$ cat config.mk
export PLATFORM = sky130hd
export DESIGN_NAME = wb_write_buffer
export DESIGN_NICKNAME = d
export VERILOG_FILES = /design/src/rtl/wb_write_buffer.sv
export SDC_FILE = /design/constraint.sdc
export NUM_CORES = 1
export LEC_CHECK = 0
export CORE_MARGIN = 3
export CORE_UTILIZATION = 55
export CTS_CLUSTER_SIZE = 10
export DETAILED_ROUTE_END_ITERATION = 6
export PLACE_DENSITY = 0.85
export SKIP_LAST_GASP = 1
export SLEW_MARGIN = 10
export SYNTH_ARGS = -nofsm -noshare
export SYNTH_HDL_FRONTEND = slang
export SYNTH_SLANG_ARGS = --single-unit
$ cat constraint.sdc
create_clock -name clk -period 4.24 [get_ports clk]
set_input_delay 0.848 -clock clk [delete_from_list [all_inputs] [get_ports clk]]
set_output_delay 0.848 -clock clk [all_outputs]
set_load 0.02 [all_outputs]
$ cat src/rtl/wb_write_buffer.sv
// In-order register write-back buffer: queues writes while the register-file port is busy.
// Define WB_BYPASS_EN to build the src1/src2 lookup; otherwise hit/fwd outputs are tied to 0.
module wb_write_buffer #(
  parameter int DATA_W = 32,
  parameter int ADDR_W = 4,
  parameter int DEPTH  = 4
) (
  input  logic                   clk,
  input  logic                   rst,
  input  logic                   in_valid,
  output logic                   in_ready,
  input  logic [ADDR_W-1:0]      in_dest,
  input  logic [DATA_W-1:0]      in_data,
  input  logic                   drain_hold,
  output logic                   writeBackEn,
  output logic [ADDR_W-1:0]      dest_wb,
  output logic [DATA_W-1:0]      result_WB,
  input  logic [ADDR_W-1:0]      src1,
  input  logic [ADDR_W-1:0]      src2,
  output logic                   hit1,
  output logic                   hit2,
  output logic [DATA_W-1:0]      fwd1,
  output logic [DATA_W-1:0]      fwd2,
  output logic [$clog2(DEPTH):0] count,
  output logic                   empty
);

  localparam int PTR_W = $clog2(DEPTH);
  localparam int CNT_W = PTR_W + 1;

  logic [ADDR_W-1:0] dest_mem [DEPTH];
  logic [DATA_W-1:0] data_mem [DEPTH];
  logic [PTR_W-1:0]  head_reg;
  logic [PTR_W-1:0]  tail_reg;
  logic [CNT_W-1:0]  count_reg;
  logic              push;
  logic              pop;

  // Flow control depends only on registered occupancy, so a pop never frees a slot the same cycle.
  assign empty       = (count_reg == '0);
  assign in_ready    = (count_reg < CNT_W'(DEPTH));
  assign writeBackEn = !empty && !drain_hold;
  assign dest_wb     = empty ? '0 : dest_mem[head_reg];
  assign result_WB   = empty ? '0 : data_mem[head_reg];
  assign count       = count_reg;

  assign push = in_valid && in_ready;
  assign pop  = writeBackEn;

  always_ff @(posedge clk or negedge rst) begin
    if (!rst) begin
      head_reg  <= '0;
      tail_reg  <= '0;
      count_reg <= '0;
      for (int i = 0; i < DEPTH; i++) begin
        dest_mem[i] <= '0;
        data_mem[i] <= '0;
      end
    end else begin
      if (push) begin
        dest_mem[tail_reg] <= in_dest;
        data_mem[tail_reg] <= in_data;
        tail_reg           <= tail_reg + PTR_W'(1);
      end
      if (pop) begin
        head_reg <= head_reg + PTR_W'(1);
      end
      case ({push, pop})
        2'b10:   count_reg <= count_reg + CNT_W'(1);
        2'b01:   count_reg <= count_reg - CNT_W'(1);
        default: count_reg <= count_reg;
      endcase
    end
  end

`ifdef WB_BYPASS_EN
  logic [PTR_W-1:0] lookup_idx;

  // Walk entries oldest to youngest so the last match seen is the youngest one.
  always_comb begin
    hit1       = 1'b0;
    hit2       = 1'b0;
    fwd1       = '0;
    fwd2       = '0;
    lookup_idx = '0;
    for (int i = 0; i < DEPTH; i++) begin
      lookup_idx = head_reg + PTR_W'(i);
      if (CNT_W'(i) < count_reg) begin
        if (dest_mem[lookup_idx] == src1) begin
          hit1 = 1'b1;
          fwd1 = data_mem[lookup_idx];
        end
        if (dest_mem[lookup_idx] == src2) begin
          hit2 = 1'b1;
          fwd2 = data_mem[lookup_idx];
        end
      end
    end
  end
`else
  logic unused_src;

  assign unused_src = ^{src1, src2};
  assign hit1       = 1'b0;
  assign hit2       = 1'b0;
  assign fwd1       = '0;
  assign fwd2       = '0;
`endif

endmodule

==> impl_metrics.env, run 1 <==
export IMPL_run_status="finished clean"
export IMPL_maxCapViolations=0
export IMPL_hp_start="data_mem[64]$_DFFE_PN0P_"
export IMPL_reg2reg_depth=9
export IMPL_worst_slew_pin_slew_ps=1036
export IMPL_antenna_found_initial=0
export IMPL_cts_sinks=151
export IMPL_design_die_area_um2=14900
export IMPL_crit_path_max_fanout=26
export IMPL_die_w_um=122.1
export IMPL_ctsResizeCount=0
export IMPL_hold_path_class="reg -> reg"
export IMPL_period_minus_slack_ps=3517
export IMPL_synth_top_cell_by_area="dfrtp_1"
export IMPL_post_synth_top_count_cell="dfrtp_1"
export IMPL_cts_made_buffers=17
export IMPL_grt_setup_unrepaired="false"
export IMPL_finalCritPeriodShare=0.8296
export IMPL_fin_skew_ps=4.454
export IMPL_clk_latency_ps=410
export IMPL_ys_seq_area_frac=0.5101
export IMPL_ys_flop_type="dfrtp_1"
export IMPL_worstSetupPathType="reg -> out"
export IMPL_r2r_end="count[2]$_DFFE_PN0P_"
export IMPL_crit_required_ps=3390
export IMPL_grt_max_degree=117
export IMPL_synthTopCellsByCount="151 x dfrtp_1, 136 x mux2_2, 68 x buf_4, 37 x nor2b_1, 36 x mux4_2"
export IMPL_cts_tree="done"
export IMPL_drive_above_1_share=0.3716
export IMPL_clockBufferDepth=2
export IMPL_clk_pin_slew_ps=60
export IMPL_yosysWarnings=0
export IMPL_drtAntennaViolNets=0
export IMPL_largest_reg_flops=128
export IMPL_ctsHtreeMaxLevel=4
export IMPL_core_area_um2=12880
export IMPL_ys_ff_latch=151
export IMPL_grt_pass1_vias=4256
export IMPL_yosysUniqueCellTypes=22
export IMPL_ios=156
export IMPL_drcViolationCount=0
export IMPL_max_vdd_ir_drop_mv=0.4667
export IMPL_p_leak_nw=3.824
export IMPL_gr_total_overflow=0
export IMPL_cts_hold_buf=0
export IMPL_syn_to_final_growth_pct=16.84
export IMPL_placed_cells=724
export IMPL_drt_iter0_drc=163
export IMPL_cp_arrival_ps=2670
export IMPL_synth_top_area_frac=0.5101
export IMPL_dp_hpwl_um=8461
export IMPL_rows=41
export IMPL_viasPerCell=5.250
export IMPL_final_nets=625
export IMPL_avgSynthCellArea_um2=15.12
export IMPL_slew_headroom=0.3093
export IMPL_final_cell_count_no_fill=756
export IMPL_setup_viol=0
export IMPL_root_buffer="clkbuf_16"
export IMPL_antenna_cells=0
export IMPL_port_buffers=81
export IMPL_async_flop_share=1.000
export IMPL_start_kind="flop"
export IMPL_r2r_start="count[0]$_DFFE_PN0P_"
export IMPL_grt_pass1_wl_um=22270
export IMPL_finalSetupTns_ps=0
export IMPL_post_cts_buffers=0
export IMPL_ff2ff_setup_slack_ps=1930
export IMPL_ys_top_cells_by_area="dfrtp_1 51%, mux2_2 21%, mux4_2 11%, buf_4 6.9%, nor2b_1 3.1%"
export IMPL_first_pass_iters=5
export IMPL_synth_cells=490
export IMPL_wl_um=13700
export IMPL_hold_viol=0
export IMPL_maxSlewViolCount=0
export IMPL_synth_edf_count=0
export IMPL_synth_cell_area_um2=7407
export IMPL_fmax_mhz=284.3
export IMPL_cp_startpoint="head_reg[0]$_DFFE_PN0P_"
export IMPL_die_height_um=122.1
export IMPL_hold_ws_ps=493.8
export IMPL_end_kind="output pin"
export IMPL_initial_core_util=0.5753
export IMPL_dr_total_vias=3969
export IMPL_groute_usage_overall=0.1964
export IMPL_crit_end="result_WB[19]"
export IMPL_powerDensity_nw_per_um2=890.9
export IMPL_wl_per_cell_um=18.12
export IMPL_gp_congestion=0.7021
==> through the flow <==
step	setup WS [ps]	util	area [µm²]	power (W)
finish	722.7	0.6721	8655	0.007710
global route	526.3	0.6721	8655	0.008162
CTS	648.9	0.6721	8655	0.007799
detailed placement	1108	0.6240	8035	0.006216
global placement	1084	0.6240	8035	0.006066
floorplan	1884	-	7651	0.005035
==> report_power, final <==
part           internal [W]  switching (W)  total (W)
Combinational       0.00206        0.00150    0.00356
Sequential          0.00218       0.000424    0.00260
Clock               0.00100       0.000547    0.00155
Total               0.00523        0.00248    0.00771
==> kinds of logic after synthesis <==
kind of cell    Yosys count  share of synthesized area
xor+xnor                  6                   0.007096
simple gates             46                    0.04054
other cells               1                  0.0005063
buf+inv                  98                     0.1002
mux                     181                     0.3297
flops                   151                     0.5101
compound gates            1                  0.0006750
fa+ha+maj                 6                    0.01115
==> layout by cell type, fill, tap and decap left out, drive strengths merged <==
cell	instances
conb	66
mux4	36
o21ai	1
dfrtp	151
bufinv	3
clkinv	4
ha	5
nor2	2
mux2	144
nor3	1
inv	7
nor3b	1
clkdlybuf4s50	80
mux2i	1
nand2	5
xor2	3
clkinvlp	1
xnor2	3
buf	8
clkbuf	24
fa	1
nor2b	37
==> worst max-delay path, stage by stage, from the launching register on <==
cell and delay, ps:
dfrtp_2 670, buf_12 300, mux4_2 540, nor2b_1 160, clkdlybuf4s50_1 560
==> metal layers <==
layer	GRT usage	vias up	wire length, µm
met1	0.2543	2083	5684
met5	0	-	0
li1	-	1761	-
met3	0.04643	14	724
met2	0.3311	111	7111
met4	0.06088	0	179
==> worst min-delay path by stage <==
stage                     depth (start not counted)                        to  slack (ps)
after floorplan                                   1  data_mem[64]$_DFFE_PN0P_         460
after CTS                                         1  data_mem[64]$_DFFE_PN0P_         490
after detailed placement                          1  data_mem[64]$_DFFE_PN0P_         480
after global routing                              1  data_mem[37]$_DFFE_PN0P_         510
final                                             1  data_mem[64]$_DFFE_PN0P_         490
after global placement                            1  data_mem[64]$_DFFE_PN0P_         470
==> final cells by class <==
type | count | area [µm²]
tap | 172 | 215.2
fill | 926 | 4222
sequential | 151 | 3781
clock buffer | 24 | 501.7
multi-input combinational | 306 | 3136
timing repair buffer | 88 | 877.1
inverter | 7 | 26.28
clock inverter | 8 | 117.6
Power figures use the tool's default switching activity.
==> inputs of run 2 (changes only) <==
- CORE_UTILIZATION: 55 -> 47
- PLACE_DENSITY: 0.85 -> 0.77
- clock period: 4.24 -> 3.15 ns (I/O delays scaled with it)
==> run 2 against run 1 <==
Effect of this change: core utilization shrank 9.8 points; global-route usage shrank 2.5 points; clock power rose by 37%; setup slack worse by 610 ps; critical path depth did not move; critical path type unchanged.
==> impl_metrics.env, run 2 (synthesized netlist as in run 1, its figures left out) <==
export IMPL_run_status="finished clean"
export IMPL_grt_pass1_vias=4427
export IMPL_grt_pass1_wl_um=23170
export IMPL_dp_slack_ps=448.5
export IMPL_p_total_w=0.01056
export IMPL_drt_iter0_drc=127
export IMPL_hold_path_class="in -> async"
export IMPL_placed_cells=767
export IMPL_grt_setup_unrepaired="false"
export IMPL_p_leak_nw=3.858
export IMPL_slowest_stage="clkdlybuf4s50_1"
export IMPL_clk_latency_ps=410
export IMPL_cp_startpoint="head_reg[0]$_DFFE_PN0P_"
export IMPL_fillCellCount=1205
export IMPL_setup_ws_ps=110.0
export IMPL_max_vdd_ir_drop_mv=0.6186
export IMPL_worstSetupPathType="reg -> out"
export IMPL_die_w_um=131.5
export IMPL_cts_tree="done"
export IMPL_drive_above_1_share=0.3786
export IMPL_first_pass_iters=4
export IMPL_dp_hpwl_um=9065
export IMPL_crit_path_max_fanout=13
export IMPL_fin_skew_ps=5.955
export IMPL_antenna_cells=0
export IMPL_r2r_start="count[0]$_DFFE_PN0P_"
export IMPL_drtAntennaViolNets=0
export IMPL_placed_cell_area_um2=8127
export IMPL_core_area_um2=15310
export IMPL_slew_headroom=0.4820
export IMPL_final_cell_count_no_fill=800
export IMPL_period_minus_slack_ps=3040
export IMPL_end_kind="output pin"
export IMPL_viasPerCell=5.078
export IMPL_root_buffer="clkbuf_16"
export IMPL_design_area_um2=8790
export IMPL_gp_congestion=0.7518
export IMPL_critPathMaxStageDelay_ps=550
export IMPL_grt_max_degree=85
export IMPL_wl_um=14480
export IMPL_clk_pin_slew_ps=60
export IMPL_ios=156
export IMPL_gr_total_overflow=0
export IMPL_finalSetupTns_ps=0
export IMPL_cp_arrival_ps=2410
export IMPL_powerDensity_nw_per_um2=1201
export IMPL_wl_per_cell_um=18.10
export IMPL_finalCritPeriodShare=0.9651
export IMPL_rows=45
export IMPL_initial_core_util=0.4837
export IMPL_setup_viol=0
export IMPL_clockBufferDepth=2
export IMPL_port_buffers=81
export IMPL_groute_usage_overall=0.1715
export IMPL_drcViolationCount=0
export IMPL_hold_viol=0
export IMPL_cts_made_buffers=17
export IMPL_fmax_mhz=328.9
export IMPL_start_kind="flop"
export IMPL_cts_sinks=151
export IMPL_layout_common_cells="149 x dfrtp_1, 136 x mux2_2, 80 x clkdlybuf4s50_1"
export IMPL_antenna_found_initial=0
export IMPL_final_nets=630
export IMPL_syn_to_final_growth_pct=18.67
export IMPL_maxCapViolations=0
export IMPL_dr_total_vias=4062
export IMPL_design_die_area_um2=17300
export IMPL_die_height_um=131.5
export IMPL_path_cells="buf_12 > mux4_2 > nor2b_1 > clkdlybuf4s50_1"
export IMPL_worst_slew_pin_slew_ps=777.0
export IMPL_maxSlewViolCount=0
export IMPL_crit_required_ps=2520
export IMPL_cts_hold_buf=0
export IMPL_final_common_cell="dfrtp_1"
export IMPL_ctsHtreeMaxLevel=4
export IMPL_largest_reg_flops=128
-- run 2: cell count changes in the layout (fill, tap and decap cells not counted) --
cell and delta:
clkbuf_8 -3, dfrtp_2 -1, clkinv_2 -1, buf_12 +1
clkbuf_1 -1, dfrtp_4 +1, bufinv_16 +1, buf_4 +2
clkinv_4 +2, clkinvlp_4 +2, buf_6 +1, clkbuf_16 +1
-- run 2: what timing repair did --
item | CTS | global route
gates cloned | 0 | 1
endpoints found under the setup margin | 2 | 24
buffers inserted | 0 | 0
resized for setup | 0 | 2
-- run 2: per-layer routing --
layer	global-route usage	part of all wire	up-vias	wire (µm)
met5	0	0	-	0
met4	0.05718	0.014	0	206
met3	0.04364	0.049	14	709
met2	0.3026	0.53	122	7627
met1	0.2051	0.41	2146	5939
li1	-	-	1780	-
-- run 2: where the power goes --
| group | internal [W] | switching, W | leakage (nW) |
|---|---|---|---|
| sequential | 0.00293 | 0.000515 | 1.81 |
| combinational | 0.00283 | 0.00214 | 1.75 |
| clock | 0.00136 | 0.000769 | 0.302 |
| total | 0.00713 | 0.00343 | 3.86 |
-- run 2: worst paths after layout --
kind | endpoint | slack (ps) | cells after the start
max | result_WB[17] | 110 | 4
min | data_mem[54]$_DFFE_PN0P_ | 250 | 1
max reg2reg | count[2]$_DFFE_PN0P_ | 720 | 10
min reg2reg | data_mem[122]$_DFFE_PN0P_ | 490 | 1
max in group asynchronous | data_mem[28]$_DFFE_PN0P_ | 2080 | 2
min in group clk | data_mem[122]$_DFFE_PN0P_ | 490 | 1
-- run 2: critical path: cells and delay by family (launching register included) --
kind / cells / cell delay (ps)
multiplexers: 1 / 520
flip-flops: 1 / 540
AND/OR/NAND/NOR: 1 / 150
buffers and inverters: 2 / 760
-- run 2: through the flow --
step / hold slack, ps / utilization
detailed placement: 480.4 / 0.5306
finish: 247.2 / 0.5739
CTS: 281.5 / 0.5719
global route: 290.2 / 0.5739
floorplan: 334.4 / -
global placement: 468.2 / 0.5306
-- run 2: final cells by class --
cell class                 instances  area (µm²)  area share
clock buffer                      20       456.7     0.05196
inverter                           7       26.28    0.002989
sequential                       151        3784      0.4305
clock inverter                    12       175.2     0.01993
multi-input combinational        306        3136      0.3567
timing repair buffer              93       948.4      0.1079
tap                              211       264.0     0.03004
==> inputs of run 3 (changes only) <==
- CTS_CLUSTER_SIZE: 10 -> 12
- SLEW_MARGIN: 10 -> 15
==> results of run 3 <==
Final layout, timing and power as in run 2 (identical DEF).
